### src/rtl/mul_appr_share_ctrl.sv
// mul_appr_share_ctrl
//   Shares one combinational BITxBIT multiplier between NREQ requesters. A
//   round-robin arbiter picks one requester per cycle. The operands go through
//   a two-stage pipeline: S0 holds the operands that drive the multiplier, and
//   S1 holds the captured product that is presented as the response.
//
// Ports
//   clk, rst   rising-edge clock, synchronous active-high reset
//   req_valid  per-requester operand valid
//   req_ready  per-requester accept. It is one-hot or zero.
//   req_a/b    packed operands; requester i sits at [i*BIT +: BIT]
//   mul_a/b    registered operands to the external multiplier
//   mul_p      product, combinational from mul_a/mul_b
//   rsp_valid  response valid
//   rsp_ready  response accept
//   rsp_id     requester ID of the response
//   rsp_data   product
//   op_cnt     number of completed responses; wraps
//
// Handshake: a request moves on a rising edge where req_valid[i] & req_ready[i]
// are both high. A response moves on a rising edge where rsp_valid & rsp_ready
// are both high. Once rsp_valid is raised, it stays high and rsp_id/rsp_data
// stay stable until the response is accepted.
module mul_appr_share_ctrl #(
  parameter int NREQ = 4,
  parameter int BIT  = 16,
  parameter int IDW  = 2
) (
  input  logic                clk,
  input  logic                rst,
  input  logic [NREQ-1:0]     req_valid,
  output logic [NREQ-1:0]     req_ready,
  input  logic [NREQ*BIT-1:0] req_a,
  input  logic [NREQ*BIT-1:0] req_b,
  output logic [BIT-1:0]      mul_a,
  output logic [BIT-1:0]      mul_b,
  input  logic [2*BIT-1:0]    mul_p,
  output logic                rsp_valid,
  input  logic                rsp_ready,
  output logic [IDW-1:0]      rsp_id,
  output logic [2*BIT-1:0]    rsp_data,
  output logic [31:0]         op_cnt
);

  logic             v0_q, v0_d, v1_q, v1_d;
  logic [BIT-1:0]   a0_q, a0_d, b0_q, b0_d;
  logic [IDW-1:0]   id0_q, id0_d, id1_q, id1_d;
  logic [IDW-1:0]   ptr_q, ptr_d;
  logic [2*BIT-1:0] p1_q, p1_d;
  logic [31:0]      op_cnt_q, op_cnt_d;

  logic             adv0, adv1, take, rsp_xfer;
  logic             grant_any;
  int               winner;
  logic [BIT-1:0]   win_a, win_b;

  assign adv1     = !v1_q || rsp_ready;
  assign adv0     = !v0_q || adv1;
  assign rsp_xfer = v1_q && rsp_ready;
  // No grant is issued while reset is asserted.
  assign take     = grant_any && adv0 && !rst;

  // Round-robin search. Each valid requester is ranked by its distance above
  // ptr (mod NREQ), and the nearest one wins. This is the same as the first
  // valid requester found when scanning upward from ptr.
  always_comb begin : arb
    int best_d;
    int d;
    grant_any = 1'b0;
    winner    = 0;
    best_d    = NREQ;
    d         = 0;
    win_a     = '0;
    win_b     = '0;
    for (int i = 0; i < NREQ; i++) begin
      if (req_valid[i]) begin
        d = i - int'(ptr_q);
        if (d < 0) d = d + NREQ;
        if (d < best_d) begin
          best_d    = d;
          winner    = i;
          grant_any = 1'b1;
        end
      end
    end
    for (int i = 0; i < NREQ; i++) begin
      if (winner == i) begin
        win_a = req_a[i*BIT +: BIT];
        win_b = req_b[i*BIT +: BIT];
      end
    end
  end

  always_comb begin
    for (int i = 0; i < NREQ; i++) begin
      req_ready[i] = take && (winner == i);
    end
  end

  always_comb begin : next_state
    int nxt;
    v0_d     = v0_q;
    a0_d     = a0_q;
    b0_d     = b0_q;
    id0_d    = id0_q;
    v1_d     = v1_q;
    p1_d     = p1_q;
    id1_d    = id1_q;
    ptr_d    = ptr_q;
    op_cnt_d = op_cnt_q + 32'(rsp_xfer);
    nxt      = winner + 1;
    if (nxt >= NREQ) nxt = 0;

    if (take) ptr_d = IDW'(nxt);

    // When S0 loads with no grant, it becomes a bubble. The operands are
    // kept so the multiplier inputs do not toggle.
    if (adv0) begin
      v0_d = take;
      if (take) begin
        a0_d  = win_a;
        b0_d  = win_b;
        id0_d = IDW'(winner);
      end
    end

    if (adv1) begin
      v1_d  = v0_q;
      p1_d  = mul_p;
      id1_d = id0_q;
    end
  end

  always_ff @(posedge clk) begin
    if (rst) begin
      v0_q     <= 1'b0;
      a0_q     <= '0;
      b0_q     <= '0;
      id0_q    <= '0;
      v1_q     <= 1'b0;
      p1_q     <= '0;
      id1_q    <= '0;
      ptr_q    <= '0;
      op_cnt_q <= '0;
    end else begin
      v0_q     <= v0_d;
      a0_q     <= a0_d;
      b0_q     <= b0_d;
      id0_q    <= id0_d;
      v1_q     <= v1_d;
      p1_q     <= p1_d;
      id1_q    <= id1_d;
      ptr_q    <= ptr_d;
      op_cnt_q <= op_cnt_d;
    end
  end

  assign mul_a     = a0_q;
  assign mul_b     = b0_q;
  assign rsp_valid = v1_q;
  assign rsp_id    = id1_q;
  assign rsp_data  = p1_q;
  assign op_cnt    = op_cnt_q;

endmodule

### config.mk
export PLATFORM = sky130hd
export DESIGN_NAME = mul_appr_share_ctrl
export DESIGN_NICKNAME = d
export VERILOG_FILES = /design/src/rtl/mul_appr_share_ctrl.sv
export SDC_FILE = /design/constraint.sdc
export NUM_CORES = 1
export LEC_CHECK = 0
export ABC_CLOCK_PERIOD_IN_PS = 7100
export CAP_MARGIN = 25
export CORE_ASPECT_RATIO = 0.7
export CORE_MARGIN = 2
export CORE_UTILIZATION = 40
export DETAILED_ROUTE_END_ITERATION = 6
export GPL_TIMING_DRIVEN = 0
export PLACE_DENSITY = 0.82
export SYNTH_ARGS = -nofsm -noshare
export SYNTH_HDL_FRONTEND = slang
export SYNTH_SLANG_ARGS = --single-unit
export TNS_END_PERCENT = 50
### constraint.sdc
create_clock -name clk -period 7.1 [get_ports clk]
set_input_delay 1.42 -clock clk [delete_from_list [all_inputs] [get_ports clk]]
set_output_delay 1.42 -clock clk [all_outputs]
set_load 0.02 [all_outputs]
==> results, run 1 <==
- The slew of the pin with the lowest slew margin is 717 ps.
- The weighted congestion reported at the end of routability-driven placement is 0.924.
- For this run, the register share of the synthesized area comes to 41.0%.
- Counting flops with an async set or reset pin after synthesis yields a share of 0%.
- The total setup buffers inserted after CTS is 0.
- After layout, the minimum clock period comes to 6690 ps.
- The sum of net half-perimeters after detailed placement is 14000 um.
- For this run, the number of Yosys warnings is 0.
- Counting flops and latches in the post-synthesis netlist gives 104.
- When the netlist entered floorplanning its net count stood at 819.
- Based on the critical path, the design can be clocked at up to 0.149 GHz.
- The flow ran to the end, and the final reports show no timing, DRC or antenna violations.
- In the final timing run, aggregate negative setup slack is 0 ps.
- Of the cells placed in the final design, the portion with a size suffix greater than 1 is 5.06%.
- The setup path with the least slack is of type input port to output pin.
- The worst hold path belongs to the class flip-flop to flip-flop.
- The core region is 12400 um^2.
- The synthesized area per cell is 7.85 um^2.
- For this run, the total global-route usage over all layers was measured as 26.0%.
- The clock skew is 10.1 ps.
- The largest individual stage delay along the critical path comes from the cell ha_1.
- The row count is 34.
- The maximum number of pins on one net before global-route repair is 21.
- The root buffer selected by CTS is clkbuf_16.
- Detailed routing inserted a total of 5790 vias.
- The startpoint kind of the worst setup timing path is an input port.
- The most common flop cell mapped by yosys is dfxtp_1.
- After filler insertion, the fill cell instance count of the layout stands at 1111.
- The count of final hold-check violations is 0.
- The clock reaches the later pin of the worst-skew pair after 350 ps.
- The count of inserted antenna diode cells is 0.
- The number of H-tree branching levels is 3.
- The via count of the first global-routing pass is 5581.
- The worst hold slack after final layout is 452 ps.
- The routed wire length is 18000 um.
- Clock tree synthesis found a total of 104 sinks.
- The element type at the critical path end is an output pin.
- After detailed routing, the number of remaining DRC violations is 0.
- The final critical path takes up 94.3% of the cycle.
- The critical path goes through buf_2, inv_1, nand2_1, o21ai_0, a32oi_1, ha_1, o21a_1, o22ai_1, nand2_1, buf_2, nand2_1, o21ai_0, ha_1, inv_1, a31oi_1, o22ai_1, and2_1, buf_2, buf_6, nor2_2, ha_4, clkbuf_4, and2_1, clkbuf_2.
- The signal arrival time at the worst endpoint is 5270 ps.
- The total setup violations reported at the end of the flow is 0.
- The die width is 139 um.
- The number of different library cells used by synthesis comes to 46.
- Setup repair after global routing left no endpoint under its margin.
- After clock tree synthesis, the clock-pin slew on the worst setup and hold paths is 70 ps.
- The top cell type by area accounts for 41.0% of the synthesized area.
- The floorplan step defined a die boundary enclosing 13600 um^2.
- The final count of pins violating max slew is 0.
- The post-cts hold buffer count is 0.
- The clock passes through at most 2 buffers.
- Buffers inserted during clock tree synthesis total 9.
- After synthesis, the cell types taking the most area are dfxtp_1, nand2_1, a21oi_1.
- In this run, the number of DRC markers left after iteration 0 of detailed routing was 227.
- The remaining antenna violation count is 0.
- In the final routed layout, each cell accounts on average for 16.5 um.
- For this configuration, the core starts out at a cell density of 40.9%.
- The dominant cell type by area after synthesis is dfxtp_1.
- The overall overflow remaining after global route is 0.
- The first detailed-routing pass ran for 5 iterations.
- The worst slew margin relative to its limit is 51.9%.
- For this run, the post-layout net count is 1095.
- The first-pass GRT wire length is 28500 um.
- 270 I/O pins were placed.
- The cell area power density is 259 nW/um^2.
- The post-synthesis instance area is 5080 um^2.
- The cell count after synthesis is 647.
- The count of input and output buffers is 267.
- The slack of the worst reg-to-reg path is 2470 ps.
- The largest stage delay on the critical path is 290 ps.
- TritonCTS built the clock tree.
- STA puts the critical path data required time at 5680 ps.
- The worst-case IR drop observed on VDD is 0.146 mV.
- The number of enable flip-flop cells after synthesis is 0.
- The via density per instance is 5.31.
- The maximum fanout along the worst path is 19.
- The initial antenna violation count is 0.
- The tool flagged a number of max-cap violations equal to 0.
- The height of the die is 98.3 um.
- The layout overhead on the synthesized area is 63.1%.
- In this run the static leakage power is 3.13 nW.
[power by group]
group          total (mW)  switching (mW)  internal [mW]
clock network       0.531           0.246          0.285
registers           0.706          0.0440          0.662
logic               0.908           0.472          0.437
[flip-flops by register name (all words and copies together) (netlist names)]
register	flops
mul_b	16
v0_q	1
rsp_valid	1
id0_q	2
mul_a	16
op_cnt	32
rsp_id	2
ptr_q	2
rsp_data	32
[worst paths after layout]
| check | start | endpoint | cells past startpoint |
|---|---|---|---|
| worst max-delay path | req_valid[0] | req_ready[1] | 24 |
| worst min-delay path | rsp_data[10] | rsp_data[10] | 2 |
| worst max register to register | ptr_q[0] | mul_b[13] | 25 |
| worst min register to register | rsp_data[10] | rsp_data[10] | 2 |
[what timing repair did]
item,4_1_cts,5_1_grt
gates resized for setup,4,4
cloned,0,0
pin swaps,0,0
endpoints found under the setup margin,1,1
[critical path, delay by kind of cell]
family / cells / cell delay, ps
compound gates: 7 / 950
fa+ha+maj: 3 / 790
buf+inv: 8 / 1310
simple gates: 6 / 780
[cells by family after synthesis]
family          Yosys count  synth area share, %
compound gates          208                 26.8
xor+xnor                 23                 3.97
fa+ha+maj                 5                 1.23
buf+inv                  61                 5.42
flops                   104                 41.0
simple gates            246                 21.6
[per-stage QoR]
step / util (%) / power (mW) / cells / setup slack [ps] / instance area, um^2
4_1_cts: 66.6 / 2.14 / 1090 / 150 / 8270
6_report: 66.6 / 2.15 / 1090 / 407 / 8280
5_1_grt: 66.6 / 2.25 / 1090 / 106 / 8280
3_3_place_gp: 64.0 / 1.60 / 1076 / -762 / 7950
2_1_floorplan: - / 1.23 / 647 / 558 / 5080
3_5_place_dp: 64.0 / 1.61 / 1076 / -844 / 7950
[metal layers]
metal	global-route usage [%]	routed length (um)	vias up
met5	0	0	-
met4	8.24	433	0
met3	6.52	1440	31
met2	43.6	8280	255
met1	33.1	7840	2669
li1	-	-	2835
[cell type report]
class                           count  area, um^2  share of cell area [%]
Sequential cell                   104        2080                    25.1
Inverter                            7        26.3                   0.317
Tap cell                          162         203                    2.45
Multi-Input combinational cell    482        2740                    33.0
Clock inverter                      7        95.1                    1.15
Timing Repair Buffer              267        2670                    32.2
Buffer                             52         245                    2.96
Clock buffer                        9         225                    2.72
[cells in the final DEF, fill, tap and decap left out, drive strengths merged, types with 9 or more instances in the layout]
master and count:
xor2 14, clkbuf 39, a21oi 97, nand3 11, dfxtp 104, xnor2 9, o32ai 18, a2bb2oi 36
nand2 130, o21ai 14, buf 23, inv 11, o211ai 27, clkdlybuf4s50 266, nor2 61
[synthesized netlist by cell type (2+ instances only)]
master,instances
o21a_1,2
o32ai_1,18
nand4_2,2
nor4_1,2
inv_1,7
buf_6,3
nor3_1,2
and3_1,7
nor2_1,61
dfxtp_1,104
a21oi_1,97
xor2_1,14
or3_1,7
a211oi_1,3
o22ai_1,2
nand3_1,11
buf_1,3
o21ai_0,12
clkbuf_1,31
ha_1,5
nor2b_1,4
a2bb2oi_1,36
buf_2,16
xnor2_1,9
nand2b_1,2
a32oi_1,2
and2_1,7
nand2_1,130
o211ai_1,27
nand4_1,5
(Power assumes the default switching activity.)
==> inputs of run 2 (changes only) <==
--- a/config.mk
+++ b/config.mk
@@ -5,14 +5,14 @@
 export SDC_FILE = /design/constraint.sdc
 export NUM_CORES = 1
 export LEC_CHECK = 0
-export ABC_CLOCK_PERIOD_IN_PS = 7100
+export ABC_CLOCK_PERIOD_IN_PS = 8350
 export CAP_MARGIN = 25
 export CORE_ASPECT_RATIO = 0.7
 export CORE_MARGIN = 2
-export CORE_UTILIZATION = 40
+export CORE_UTILIZATION = 43
 export DETAILED_ROUTE_END_ITERATION = 6
 export GPL_TIMING_DRIVEN = 0
-export PLACE_DENSITY = 0.82
+export PLACE_DENSITY = 0.87
 export SYNTH_ARGS = -nofsm -noshare
 export SYNTH_HDL_FRONTEND = slang
 export SYNTH_SLANG_ARGS = --single-unit
==> constraint.sdc (replaced) <==
create_clock -name clk -period 8.35 [get_ports clk]
set_input_delay 1.67 -clock clk [delete_from_list [all_inputs] [get_ports clk]]
set_output_delay 1.67 -clock clk [all_outputs]
set_load 0.02 [all_outputs]
==> run 2 against run 1 <==
Compared with the run above:
- design area shrank 0.41%
- sequential share of layout area grew 0.10 points
- non-clock buffer count grew 1
- clock-buffer cell count grew 1
- total power shrank 17%
- largest cell class unchanged
==> results, run 2 (same netlist as run 1, synthesis figures left out) <==
- The via count of the first global-routing pass is 5546.
- The signal arrival time at the worst endpoint is 6310 ps.
- The area of the die is 12700 um^2.
- TritonCTS built the clock tree.
- The clock skew is 8.56 ps.
- The first global-routing pass estimated 27700 um of wire.
- The global routing's busiest layer is met2.
- The clock latency on the worst-skew pair is 350 ps.
- The start-to-end type of the worst setup path is input port to output pin.
- The met2 global-route usage is 47.8%.
- For this run, the number of standard cells in the final layout without fillers is 1086.
- The I/O pin total is 270.
- The maximum ir drop on the vdd rail is 0.138 mV.
- The worst path uses 95.6% of the clock period.
- Counting every sink on the clock net gives 104.
- The initial antenna violation count came to 0.
- The area of the core region is 11600 um^2.
- Row generation in the floorplan step produced 33 rows.
- The layout overhead on the synthesized area is 62.4%.
- The clock-pin slew on the worst setup and hold paths is 70 ps.
- The via density per instance is 5.41.
- The slack of the worst reg-to-reg path is 3560 ps.
- The maximum clock path buffer count is 2.
- The worst reg2reg path endpoint is mul_a[11].
- The clock tree synthesis step divided the H-tree into 3 levels.
- The launch point of the worst hold path is rsp_data[1].
- The die is 94.9 um tall.
- The cell area power density is 217 nW/um^2.
- Entering global routing, the biggest net connects 20 pins.
- The reg-to-reg critical path startpoint is ptr_q[0].
- The required time of the critical path is 6680 ps.
- Derived from the worst setup path, the maximum achievable clock frequency is 0.125 GHz.
- The root buffer selected by CTS is clkbuf_16.
- The post-layout net count is 1096.
- STA classifies the critical path startpoint as an input port.
- The remaining antenna violation count is 0.
- The die width is 134 um.
- The HPWL after detailed placement is 14000 um.
- The overall global routing resource usage is 27.7%.
- The run finished with clean final reports.
- The initial DRC count is 246.
- The overall overflow remaining after global route is 0.
- The path with the worst hold slack has its endpoint at rsp_data[1].
- The commonest non-fill, non-tap cell in the layout is clkdlybuf4s50_1.
- The worst hold slack after final layout is 451 ps.
- The total CTS buffers is 9.
- The path category of the worst min-delay check is flip-flop to flip-flop.
- The count of final hold-check violations is 0.
- With fillers left out, the area of the finished cells amounts to 8250 um^2.
- The met1 track demand over resource is 33.6%.
- For this design the static power due to leakage is 3.12 nW.
- The count of input and output buffers is 267.
- The starting density of the core is 43.8%.
- After clock tree synthesis, the setup repair step added 0 buffers.
- In this run the tightest slew margin relative to its limit is 54.2%.
- The final critical path time including I/O delays and setup is 7980 ps.
- Tracing the worst setup path back leads to its startpoint at req_valid[0].
- The tool flagged a number of max-cap violations equal to 0.
- The count of cells along the worst hold path is 2.
- The iteration count of the initial detailed-routing pass is 5.
- In the layout the commonest cells are clkdlybuf4s50_1, nand2_1, dfxtp_1.
- The total via count after detailed routing is 5879.
- The path depth of the worst reg2reg path is 24.
- The routed wire length is 18200 um.
- The per-cell routed wire length is 16.7 um.
- 0 antenna diodes ended up in the layout.
- The worst setup path is captured at an output pin.
- In this run the worst path has a maximum fanout of 19.
- At the pin with the least slew margin, the transition time is 682 ps.
- Setup repair after global routing left no endpoint under its margin.
- The final count of pins violating max slew came to 0.
- For met3 alone, demand over resource in global routing was 8.37%.
- The number of cells after detailed placement is 1071.
- In the routed design, unresolved DRC markers number 0.
- The weighted congestion reported at the end of routability-driven placement is 0.947.
- Of the cells placed in the final design, the portion with a size suffix greater than 1 is 4.84%.
- The placed instances occupy a cell area of 7950 um^2.
- Setup violations remaining at the end of the flow were counted as 0.
[run 2: cell count changes in the layout (fill, tap and decap cells not counted), sizes merged]
cell / previous run / this run
clkbuf: 39 / 40
clkdlybuf4s50: 266 / 267
clkinvlp: 0 / 1
inv: 11 / 10
bufinv: 1 / 0
[run 2: cell type report]
| cell class | count | area [um^2] |
|---|---|---|
| inverter | 7 | 26.3 |
| fill | 927 | 3360 |
| sequential | 104 | 2080 |
| clock buffer | 10 | 239 |
| tap | 157 | 196 |
| clock inverter | 6 | 61.3 |
| buffer | 53 | 248 |
| timing repair buffer | 267 | 2670 |
| multi-input combinational | 482 | 2720 |
[run 2: worst max-delay path by stage]
stage,slack (ps),cells after the start,to
5_1_grt,6,24,req_ready[1]
6_report,370,24,req_ready[1]
2_1_floorplan,1310,25,req_ready[1]
3_3_place_gp,-60,24,req_ready[1]
3_5_place_dp,-190,24,req_ready[1]
4_1_cts,290,24,req_ready[1]
[run 2: routing by layer]
metal	wire length (um)	up-vias
met1	7440	2698
met5	0	-
met3	1860	26
met4	246	0
met2	8620	306
li1	-	2849
[run 2: through the flow]
stage | total power [mW] | utilization, % | TNS, ps | worst slack, ps
floorplan | 1.05 | - | 0 | 1310
global placement | 1.36 | 68.5 | -59.6 | -59.6
detailed placement | 1.37 | 68.5 | -189 | -189
CTS | 1.79 | 71.1 | 0 | 291
global route | 1.87 | 71.1 | 0 | 5.55
finish | 1.79 | 71.1 | 0 | 366
[run 2: repair_timing]
item,CTS,global route
setup endpoints to repair,1,1
hold buffers,0,0
gates resized for setup,1,2
endpoints found under the hold margin,0,0
[run 2: worst max-delay path, stage by stage]
cell             delay [ps]
buf_2                   170
inv_1                   110
nand2_1                  60
o21ai_0                  80
a32oi_1                 200
ha_1                    280
o21a_1                  110
o22ai_1                 140
nand2_1                 130
buf_2                   270
o21ai_0                 240
ha_1                    200
inv_1                    70
a21boi_0                180
o22ai_1                 160
and2_1                  190
buf_2                   170
buf_6                   160
nor2_1                  200
ha_1                    200
clkbuf_2                220
clkbuf_2                290
and2_1                  160
clkdlybuf4s50_1         640
[run 2: power by group]
| group | switching [mW] | leakage [nW] | internal (mW) |
|---|---|---|---|
| combinational | 0.400 | 2.12 | 0.367 |
| clock | 0.202 | 0.144 | 0.218 |
| sequential | 0.0384 | 0.857 | 0.563 |
| total | 0.641 | 3.12 | 1.15 |
==> inputs of run 3 (changes only) <==
--- a/config.mk
+++ b/config.mk
@@ -10,6 +10,7 @@
 export CORE_ASPECT_RATIO = 0.7
 export CORE_MARGIN = 2
 export CORE_UTILIZATION = 43
+export CTS_CLUSTER_DIAMETER = 200
 export DETAILED_ROUTE_END_ITERATION = 6
 export GPL_TIMING_DRIVEN = 0
 export PLACE_DENSITY = 0.87
==> results of run 3 <==
No change in the layout: final DEF, timing and power equal those of run 2.
